<file path="src/rtl/ntt_pkg.sv">
// Shared definitions for the NTT butterfly datapath: mode encoding,
// default modulus and the Barrett constant helper.
package ntt_pkg;

    typedef enum logic {
        MODE_CT = 1'b0,   // Cooley-Tukey (forward NTT)
        MODE_GS = 1'b1    // Gentleman-Sande (inverse NTT)
    } bfly_mode_e;

    // 2^32 - 2^20 + 1
    localparam longint unsigned Q_DEFAULT = 64'd4293918721;

    // Barrett constant floor(2^(2*dw) / q); elaboration-time only
    function automatic logic [127:0] calc_mu(input logic [63:0] q, input int unsigned dw);
        logic [127:0] num;
        num = 128'd1 << (2 * dw);
        return num / {64'd0, q};
    endfunction

endpackage

</file>
<file path="src/rtl/mod_mul_barrett.sv">
// Three-stage modular multiplier p = (a * b) mod Q using Barrett reduction.
// Stage A forms the full product, stage B the quotient estimate, stage C
// subtracts q*Q and applies up to two corrections (estimate is short by <= 2).
module mod_mul_barrett
    import ntt_pkg::*;
#(
    parameter int unsigned   DW = 32,
    parameter logic [DW-1:0] Q  = DW'(Q_DEFAULT),
    parameter logic [DW:0]   MU = (DW+1)'(calc_mu(64'(Q), DW))
) (
    input  logic          clk,
    input  logic          en,
    input  logic [DW-1:0] a,
    input  logic [DW-1:0] b,
    output logic [DW-1:0] p
);

    logic [2*DW-1:0] prod_s1;
    logic [DW:0]     q_s2;
    logic [DW+1:0]   plo_s2;

    logic [2*DW+1:0] qmul;
    logic [DW:0]     q_est;
    logic [DW+1:0]   qq;
    logic [DW+1:0]   r0;
    logic [DW+1:0]   r1;
    logic [DW+1:0]   r2;

    // Quotient estimate and remainder correction
    always_comb begin
        qmul  = (2*DW+2)'(prod_s1[2*DW-1:DW-1]) * (2*DW+2)'(MU);
        q_est = (DW+1)'(qmul >> (DW + 1));
        // remainder is < 3Q, so only the low DW+2 bits of q*Q matter
        qq    = (DW+2)'(q_s2) * (DW+2)'(Q);
        r0    = plo_s2 - qq;
        r1    = (r0 >= (DW+2)'(Q)) ? r0 - (DW+2)'(Q) : r0;
        r2    = (r1 >= (DW+2)'(Q)) ? r1 - (DW+2)'(Q) : r1;
    end

    // Pipeline registers, held when the enclosing pipeline stalls
    always_ff @(posedge clk) begin
        if (en) begin
            prod_s1 <= (2*DW)'(a) * (2*DW)'(b);
            q_s2    <= q_est;
            plo_s2  <= prod_s1[DW+1:0];
            p       <= r2[DW-1:0];
        end
    end

endmodule

</file>
<file path="src/rtl/ntt_bfly_pipe.sv">
// Five-stage pipelined NTT/INTT butterfly with valid/ready handshake.
// Stage 1 prepares operands (and the GS difference), stages 2-4 are the
// Barrett multiplier with a delay-matched side path, stage 5 combines.
module ntt_bfly_pipe
    import ntt_pkg::*;
#(
    parameter int unsigned   DW = 32,
    parameter logic [DW-1:0] Q  = DW'(Q_DEFAULT),
    parameter logic [DW:0]   MU = (DW+1)'(calc_mu(64'(Q), DW)),
    parameter int unsigned   TW = 8
) (
    input  logic          clk,
    input  logic          rst,
    input  logic          in_valid,
    output logic          in_ready,
    input  logic          in_mode,
    input  logic [DW-1:0] in_x,
    input  logic [DW-1:0] in_y,
    input  logic [DW-1:0] in_w,
    input  logic [TW-1:0] in_tag,
    output logic          out_valid,
    input  logic          out_ready,
    output logic [DW-1:0] out_x,
    output logic [DW-1:0] out_y,
    output logic [TW-1:0] out_tag,
    output logic          out_err
);

    logic adv;
    logic [4:1] v;

    bfly_mode_e    mode_d [1:4];
    logic          err_d  [1:4];
    logic [TW-1:0] tag_d  [1:4];
    logic [DW-1:0] pass_d [1:4];
    logic [DW-1:0] ma_s1;
    logic [DW-1:0] mb_s1;
    logic [DW-1:0] prod;

    logic [DW:0]   sum_w;
    logic [DW:0]   dif_w;
    logic [DW-1:0] sum_r;
    logic [DW-1:0] dif_r;
    logic          err_in;

    logic [DW:0]   ex_w;
    logic [DW:0]   ey_w;
    logic [DW-1:0] ex_r;
    logic [DW-1:0] ey_r;

    assign adv      = !out_valid | out_ready;
    assign in_ready = adv;

    // Stage-1 add/sub with a single conditional correction and range check
    always_comb begin
        sum_w  = {1'b0, in_x} + {1'b0, in_y};
        dif_w  = {1'b0, in_x} - {1'b0, in_y};
        sum_r  = DW'((sum_w >= {1'b0, Q}) ? sum_w - {1'b0, Q} : sum_w);
        dif_r  = DW'(dif_w[DW] ? dif_w + {1'b0, Q} : dif_w);
        err_in = (in_x >= Q) | (in_y >= Q) | (in_w >= Q);
    end

    // Stage-5 combine of the delayed side path with the product
    always_comb begin
        ex_w = {1'b0, pass_d[4]} + {1'b0, prod};
        ey_w = {1'b0, pass_d[4]} - {1'b0, prod};
        ex_r = DW'((ex_w >= {1'b0, Q}) ? ex_w - {1'b0, Q} : ex_w);
        ey_r = DW'(ey_w[DW] ? ey_w + {1'b0, Q} : ey_w);
    end

    mod_mul_barrett #(
        .DW (DW),
        .Q  (Q),
        .MU (MU)
    ) u_mul (
        .clk (clk),
        .en  (adv),
        .a   (ma_s1),
        .b   (mb_s1),
        .p   (prod)
    );

    // Stage valid bits: the only control state
    always_ff @(posedge clk) begin
        if (rst) begin
            v <= '0;
        end else if (adv) begin
            v <= {v[3:1], in_valid};
        end
    end

    // Unreset datapath: operand select at stage 1, side path delayed to match the multiplier
    always_ff @(posedge clk) begin
        if (adv) begin
            mode_d[1] <= bfly_mode_e'(in_mode);
            err_d[1]  <= err_in;
            tag_d[1]  <= in_tag;
            mb_s1     <= in_w;
            if (bfly_mode_e'(in_mode) == MODE_GS) begin
                pass_d[1] <= sum_r;
                ma_s1     <= dif_r;
            end else begin
                pass_d[1] <= in_x;
                ma_s1     <= in_y;
            end
            for (int unsigned i = 2; i <= 4; i++) begin
                mode_d[i] <= mode_d[i-1];
                err_d[i]  <= err_d[i-1];
                tag_d[i]  <= tag_d[i-1];
                pass_d[i] <= pass_d[i-1];
            end
        end
    end

    // Output register stage, reset to zero
    always_ff @(posedge clk) begin
        if (rst) begin
            out_valid <= 1'b0;
            out_x     <= '0;
            out_y     <= '0;
            out_tag   <= '0;
            out_err   <= 1'b0;
        end else if (adv) begin
            out_valid <= v[4];
            if (v[4]) begin
                out_tag <= tag_d[4];
                out_err <= err_d[4];
                if (mode_d[4] == MODE_GS) begin
                    out_x <= pass_d[4];
                    out_y <= prod;
                end else begin
                    out_x <= ex_r;
                    out_y <= ey_r;
                end
            end
        end
    end

endmodule

</file>
<file path="config.mk">
export PLATFORM = sky130hd
export DESIGN_NAME = ntt_bfly_pipe
export DESIGN_NICKNAME = d
export VERILOG_FILES = /design/src/rtl/ntt_pkg.sv /design/src/rtl/mod_mul_barrett.sv /design/src/rtl/ntt_bfly_pipe.sv
export SDC_FILE = /design/constraint.sdc
export NUM_CORES = 2
export LEC_CHECK = 0
export ABC_AREA = 1
export CAP_MARGIN = 20
export CORE_MARGIN = 2
export CORE_UTILIZATION = 35
export CTS_CLUSTER_SIZE = 28
export DETAILED_ROUTE_END_ITERATION = 7
export PLACE_DENSITY = 0.59
export SLEW_MARGIN = 20
export SYNTH_ARGS = -nofsm -noshare
export SYNTH_HDL_FRONTEND = slang
export SYNTH_SLANG_ARGS = --single-unit
export TNS_END_PERCENT = 100
</file>
<file path="constraint.sdc">
create_clock -name clk -period 9.9 [get_ports clk]
set_input_delay 0.99 -clock clk [delete_from_list [all_inputs] [get_ports clk]]
set_output_delay 0.99 -clock clk [all_outputs]
set_load 0.01 [all_outputs]
</file>
* Yosys cells after proc, flatten, opt, wreduce, memory -nomap -nowiden *
Memories as Yosys holds them, arrays and structs flattened. A register that Yosys moved wholly into a read port is not among the register bits.
Cells that the tools add are included.

word-level totals
  output and inout bits = 75
  register bits = 296
  memories kept = 4
  bits in writable memories = 168
  bits of input ports = 109

memory list
  name    words  bits a word  rd ports  clocked after Yosys merged registers in  wr ports  RTL line             source
  pass_d  4      32           4         0                                        4         ntt_bfly_pipe.sv:35  logic [DW-1:0] pass_d [1:4];
  tag_d   4      8            4         1                                        4         ntt_bfly_pipe.sv:34  logic [TW-1:0] tag_d [1:4];
  err_d   4      1            4         1                                        4         ntt_bfly_pipe.sv:33  logic err_d [1:4];
  mode_d  4      1            4         0                                        4         ntt_bfly_pipe.sv:32  bfly_mode_e mode_d [1:4];

cells by class
  multiply operators = 3
  $lt $le $gt $ge = 7
  multiplexer cells = 18
  reduce and logical (&&, ||, !) cells = 2
  bitwise operators = 4
  $add $sub $neg = 11

operators by type and width
  kind                      count
  $mux W32                  9
  $ge A32 B32 Y1 const B    3
  $sub A32 B32 Y32 const B  3
  $ge A34 B32 Y1 const B    2
  $add A32 B32 Y33          2
  $ge A33 B32 Y1 const B    2
  $mul A33 B33 Y66 const B  1
  $sub A32 B32 Y33          2
  $add A32 B32 Y32 const B  2
  $mul A32 B32 Y64          1
  $mul A33 B32 Y34 const B  1
  $mux W34                  1
  $sub A34 B32 Y34 const B  1
  $sub A34 B34 Y34          1
  $mux W1                   8
  $or A1 B1 Y1              4
  $reduce_and A2 Y1         1
  $logic_not A1 Y1          1

* Longest topological paths before layout *
  word-level depth = 6
  depth in mapped cells = 51
  gate-level depth less buffers = 48

* Modules after synthesis *
From an unflattened synthesis, not the netlist that was laid out.

second synthesis, totals
  cell total of the unflattened synthesis = 10,695
  area, all modules = 83,065.9 µm²

modules (own cells, without submodules)
  module           area each (µm²)  cells each  instances
  mod_mul_barrett  58,404.8         7,085       1
  ntt_bfly_pipe    24,661.2         3,610       1

* Worst setup path after synthesis *
OpenSTA, ideal clock, no wires.

  kind = input port to output port
  start point = input port out_ready
  end point = output port in_ready
  setup slack = 0.710 ns
  arrival = 8.200 ns
  required time = 8.910 ns
  stages on the path = 2
  cells stage by stage = nor2_1 > inv_1

between the ends
  cells in the longest elaborated chain, start to end = 1

ends and longest elaborated chain
  element             RTL line             source
  start: declaration  ntt_bfly_pipe.sv:22  input logic out_ready,
  $or A1 B1 Y1        ntt_bfly_pipe.sv:51  assign adv = !out_valid | out_ready;
  end: declaration    ntt_bfly_pipe.sv:15  output logic in_ready,

No other way between the ends.

* Final worst setup path *
  start point = register u_mul.q_s2[3]
  end point = register u_mul.p[2], data pin

between the ends
  cells in the longest elaborated chain, start to end = 6
  elaborated cells between the ends (all ways) = 8
  classes of those cells = add/sub (3); mul (1); order compare (2); mux (2)

ends and longest elaborated chain
  element                                                    RTL line               source
  start: declaration                                         mod_mul_barrett.sv:19  logic [DW:0] q_s2;
  start signal: assignment                                   mod_mul_barrett.sv:44  q_s2 <= q_est;
  $mul A33 B32 Y34 *                                         mod_mul_barrett.sv:34  qq = (DW+2)'(q_s2) * (DW+2)'(Q);
  $sub A34 B34 Y34 *                                         mod_mul_barrett.sv:35  r0 = plo_s2 - qq;
  $sub A34 B32 Y34 / $ge A34 B32 Y1 (equally long branches)  mod_mul_barrett.sv:36  r1 = (r0 >= (DW+2)'(Q)) ? r0 - (DW+2)'(Q) : r0;
  $mux W34 *                                                 mod_mul_barrett.sv:36
  $ge A34 B32 Y1 / $sub A32 B32 Y32 (equally long branches)  mod_mul_barrett.sv:37  r2 = (r1 >= (DW+2)'(Q)) ? r1 - (DW+2)'(Q) : r1;
  $mux W32 *                                                 mod_mul_barrett.sv:37
  via u_mul.r2[2]                                            mod_mul_barrett.sv:27  logic [DW+1:0] r2;
  end signal: assignment                                     mod_mul_barrett.sv:46  p <= r2[DW-1:0];
  end: declaration                                           mod_mul_barrett.sv:15  output logic [DW-1:0] p

The timed path passes the listed nets; every way through them passes the cells marked *.
A chain may end at the register's enable or synchronous reset.

==> run summary <==
In this run the worst hold path is classified as flop to flop. For this run, the leading register cell type out of synthesis is sky130_fd_sc_hd__edfxtp_1. The number of enable-type register cells in the synthesized netlist is 395. The initial cell density of the core is between 30% and 40%. The fraction of post-synthesis cell area in the top cell type by area is just under 30%.

The final number of max-transition violations came to 0. The end of the worst register-to-register path is u_mul.p[2]$_DFFE_PN_. After synthesis, flip-flops and latches occupy between 10% and 20% of the total area.

The via count normalized by instance count came out at about 5. The count of TritonRoute iterations in the first routing pass is 7. The worst reg2reg path depth came out at 43.

The maximum clock frequency came out at about 0.11 GHz. The async set or reset register ratio after synthesis came out at 0%. The launching element type of the critical path is a flop.

The Yosys warning count came out at 0. The peak per-stage delay on the critical path is 0.68 ns. The floorplan core area came out at 230000 um^2. The final setup slack of the worst path came out at just over 1 ns.

The peak fanout along the critical path is 32. The data required time at the worst endpoint is just over 10 ns. The via count of the first global-routing pass is between 60000 and 70000.

The final routed wire length divided by cell count is between 15 and 20 um. Setup repair after global routing left no endpoint under its margin. The number of core rows came out at about 180.

Of the available clock period, the critical path in the final layout requires approximately nine tenths. The first routing iteration left slightly below 5000 violations. In this run the critical register-to-register path is launched from u_mul.q_s2[3]$_DFFE_PN_. Fill cells in the final layout number between 20000 and 25000.

The H-tree was split into 2 levels. The worst hold path was traced through 0 stages. The flow ran to the end, and the final reports show no timing, DRC or antenna violations.

The clock period minus final worst setup slack came out at between 8 and 9 ns. The count of final hold-check violations is 0. For the worst setup path, the data arrival time is slightly above 9 ns. For the pin with the worst max-slew slack, the measured transition is between 1 and 1.5 ns.

The number of nets still failing antenna checks after routing came out at 0. The pin count of the biggest net entering global routing came out at approximately 140. The mapped netlist covers ~81000 um^2. The headroom to the max-slew limit came out at 18.8%. The routed design has between 200 and 300 mm of wire. The die footprint came out at about 240000 um^2. In the post-synthesis netlist, the biggest area contributors are sky130_fd_sc_hd__fa_1, sky130_fd_sc_hd__edfxtp_1, sky130_fd_sc_hd__ha_1.

The number of clock sinks came out at approximately 470. The cell with the biggest individual delay on the critical path is sky130_fd_sc_hd__fa_1. STA classifies the critical path endpoint as a flop. The placer's final routability congestion estimate came out at a little under 1. The internal reg-to-reg setup slack came out at 1.03 ns. The post-route setup TNS came out at 0 ns. The cell count after synthesis came out at 10148. Setup violations remaining at the end of the flow were counted as 0. The flip-flop and latch count after synthesis came out at 473. The number of buffers added by the clock tree synthesis step is between 50 and 60. The total half-perimeter wirelength after legalization and detailed placement came out at 213 mm.

The clock reaches the later pin of the worst-skew pair after 0.69 ns. The startpoint identified for the worst hold timing path is pass_d[0][114]$_DFFE_PN_. The most numerous cell type found on the critical path is sky130_fd_sc_hd__nand2_1. After detailed routing, the number of remaining DRC violations is 0.

Once the clock tree was built, the resizer swapped 0 gates to a different size. The buffer depth of the longest clock path is 3. Hold is met by 0.404 ns.

The post-placement setup slack came out at roughly 1.1 ns. The number of antenna violations at the first check in global routing is 7. The horizontal die dimension came out at between 400 and 500 um.

The aggregate global-route resource usage came out at between 20 and 25%. The count of distinct cell types in the synthesized netlist came out at between 60 and 70. The worst hold path terminates at pass_d[0][146]$_DFFE_PN_. The maximum clock skew at final layout is approximately 0.04 ns. The average cell area after synthesis is roughly 8 um^2. The cell sitting at the root of the clock tree is a sky130_fd_sc_hd__clkbuf_16.

The total of buffers placed on input and output ports is 183. The floorplan die height came out at roughly 490 um. Relative to the synthesized area, the layout overhead comes to 8.64%. Buffers added to address setup during post-CTS repair amount to 0. The count of hold-fix buffers inserted at cts is 0. The clock transition time at the flip-flop clock pins of the worst setup and hold paths came out at 0.07 ns.

The first-pass GRT wire length came out at roughly 400 mm. The share of post-route cells with drive strength above 1 came out at under 10%. The biggest area contributor in the post-synthesis netlist is sky130_fd_sc_hd__fa_1.

The top-level port count came out at approximately 180. The synthesized netlist net count came out at 12292. The worst setup path is of the flop to flop kind.

Across the run, the number of max-cap violations was 0. The overall via count from detail_route came out at between 60000 and 70000. The number of nets in the layout is 12314. TritonCTS built the clock tree. The remaining global-route overflow is 0.
cells in the mapped netlist (7+ instances only):
cell type,instances
sky130_fd_sc_hd__clkbuf_1,269
sky130_fd_sc_hd__a21boi_0,11
sky130_fd_sc_hd__ha_1,862
sky130_fd_sc_hd__edfxtp_1,395
sky130_fd_sc_hd__o21bai_1,24
sky130_fd_sc_hd__nand2_1,2472
sky130_fd_sc_hd__nor2_2,22
sky130_fd_sc_hd__buf_1,7
sky130_fd_sc_hd__xnor2_1,54
sky130_fd_sc_hd__o21a_1,20
sky130_fd_sc_hd__nand3_1,341
sky130_fd_sc_hd__dfxtp_1,78
sky130_fd_sc_hd__and2_1,7
sky130_fd_sc_hd__and3_1,7
sky130_fd_sc_hd__inv_1,2347
sky130_fd_sc_hd__nor3_1,72
sky130_fd_sc_hd__buf_6,9
sky130_fd_sc_hd__nand4_1,138
sky130_fd_sc_hd__a21oi_1,397
sky130_fd_sc_hd__buf_2,37
sky130_fd_sc_hd__a221oi_1,9
sky130_fd_sc_hd__o31ai_1,7
sky130_fd_sc_hd__o21ai_0,277
sky130_fd_sc_hd__nor2_1,600
sky130_fd_sc_hd__o211ai_1,20
sky130_fd_sc_hd__nor4_1,29
sky130_fd_sc_hd__a31oi_1,34
sky130_fd_sc_hd__nand3b_1,20
sky130_fd_sc_hd__fa_1,1173
sky130_fd_sc_hd__o21ai_1,9
sky130_fd_sc_hd__xor2_1,267
sky130_fd_sc_hd__a21o_1,15
sky130_fd_sc_hd__nand2_2,17
sky130_fd_sc_hd__inv_2,21
registers in the layout, indices dropped and copies added, names as in the netlist, 4 cells and up:
register       count
mb_s1             32
u_mul.prod_s1     64
v                  4
tag_d             32
out_x             32
u_mul.p           32
out_tag            8
ma_s1             32
mode_d             4
u_mul.plo_s2      34
out_y             32
pass_d           128
u_mul.q_s2        33
err_d              4
placed cells by master, fill, tap and decap left out, types with 138 or more instances in the layout:
| cell type | n |
|---|---|
| sky130_fd_sc_hd__a21oi_1 | 397 |
| sky130_fd_sc_hd__clkdlybuf4s50_1 | 182 |
| sky130_fd_sc_hd__edfxtp_1 | 395 |
| sky130_fd_sc_hd__fa_1 | 1173 |
| sky130_fd_sc_hd__ha_1 | 862 |
| sky130_fd_sc_hd__inv_1 | 2345 |
| sky130_fd_sc_hd__nand2_1 | 2472 |
| sky130_fd_sc_hd__nand3_1 | 341 |
| sky130_fd_sc_hd__nand4_1 | 138 |
| sky130_fd_sc_hd__nor2_1 | 598 |
| sky130_fd_sc_hd__o21ai_0 | 277 |
| sky130_fd_sc_hd__xor2_1 | 267 |
final cells by class:
type | instances | area, um^2 | share of cell area, %
Sequential cell | 473 | 13400 | 15.3
Timing Repair Buffer | 292 | 2670 | 3.04
Multi-Input combinational cell | 6974 | 57300 | 65.1
Tap cell | 3026 | 3790 | 4.30
Antenna cell | 2 | 5.00 | 0.00569
Inverter | 2374 | 8920 | 10.1
Clock inverter | 40 | 427 | 0.485
Clock buffer | 63 | 1450 | 1.65
critical path: cells and delay by family (launching register included):
family        cells  cell delay [ns]
simple gates     24             3.03
flops             1             0.40
buf+inv           9             0.81
fa+ha+maj        10             4.31
stage by stage:
step	area (um^2)	util, %	instances
after detailed placement	86100	37.4	13139
after global placement	86100	37.4	13137
after floorplan	81000	-	10148
after global routing	88000	38.2	13242
final	88000	38.2	13244
after CTS	88000	38.2	13242
per-layer routing:
| layer | up-vias | routed length, um | GRT usage (%) |
|---|---|---|---|
| met5 | - | 22 | 0 |
| met4 | 4 | 7160 | 5.84 |
| met3 | 369 | 15400 | 2.56 |
| met2 | 2189 | 120000 | 36.1 |
| met1 | 32707 | 113000 | 29.5 |
| li1 | 30979 | - | - |
worst max path at each step:
stage                            startpoint                    end  cells after the start
global route        u_mul.q_s2[3]$_DFFE_PN_   u_mul.p[7]$_DFFE_PN_                     43
finish              u_mul.q_s2[3]$_DFFE_PN_   u_mul.p[2]$_DFFE_PN_                     43
global placement    u_mul.q_s2[3]$_DFFE_PN_  u_mul.p[10]$_DFFE_PN_                     43
CTS                 u_mul.q_s2[3]$_DFFE_PN_   u_mul.p[1]$_DFFE_PN_                     43
floorplan                         out_ready               in_ready                      2
detailed placement  u_mul.q_s2[3]$_DFFE_PN_   u_mul.p[2]$_DFFE_PN_                     43
logic make-up (layout without fill, tap and decap cells):
logic type / count (synthesis) / in the layout / synth area share (%)
compound gates: 871 / 871 / 6.02
xor+xnor: 322 / 322 / 3.49
flops: 473 / 473 / 16.6
buf+inv: 2701 / 2769 / 12.7
other cells: 0 / 2 / 0
simple gates: 3746 / 3746 / 18.9
fa+ha+maj: 2035 / 2035 / 42.3
Power is not shown: default switching activity piles up to over one toggle a cycle in this logic, so the estimate is an artifact.
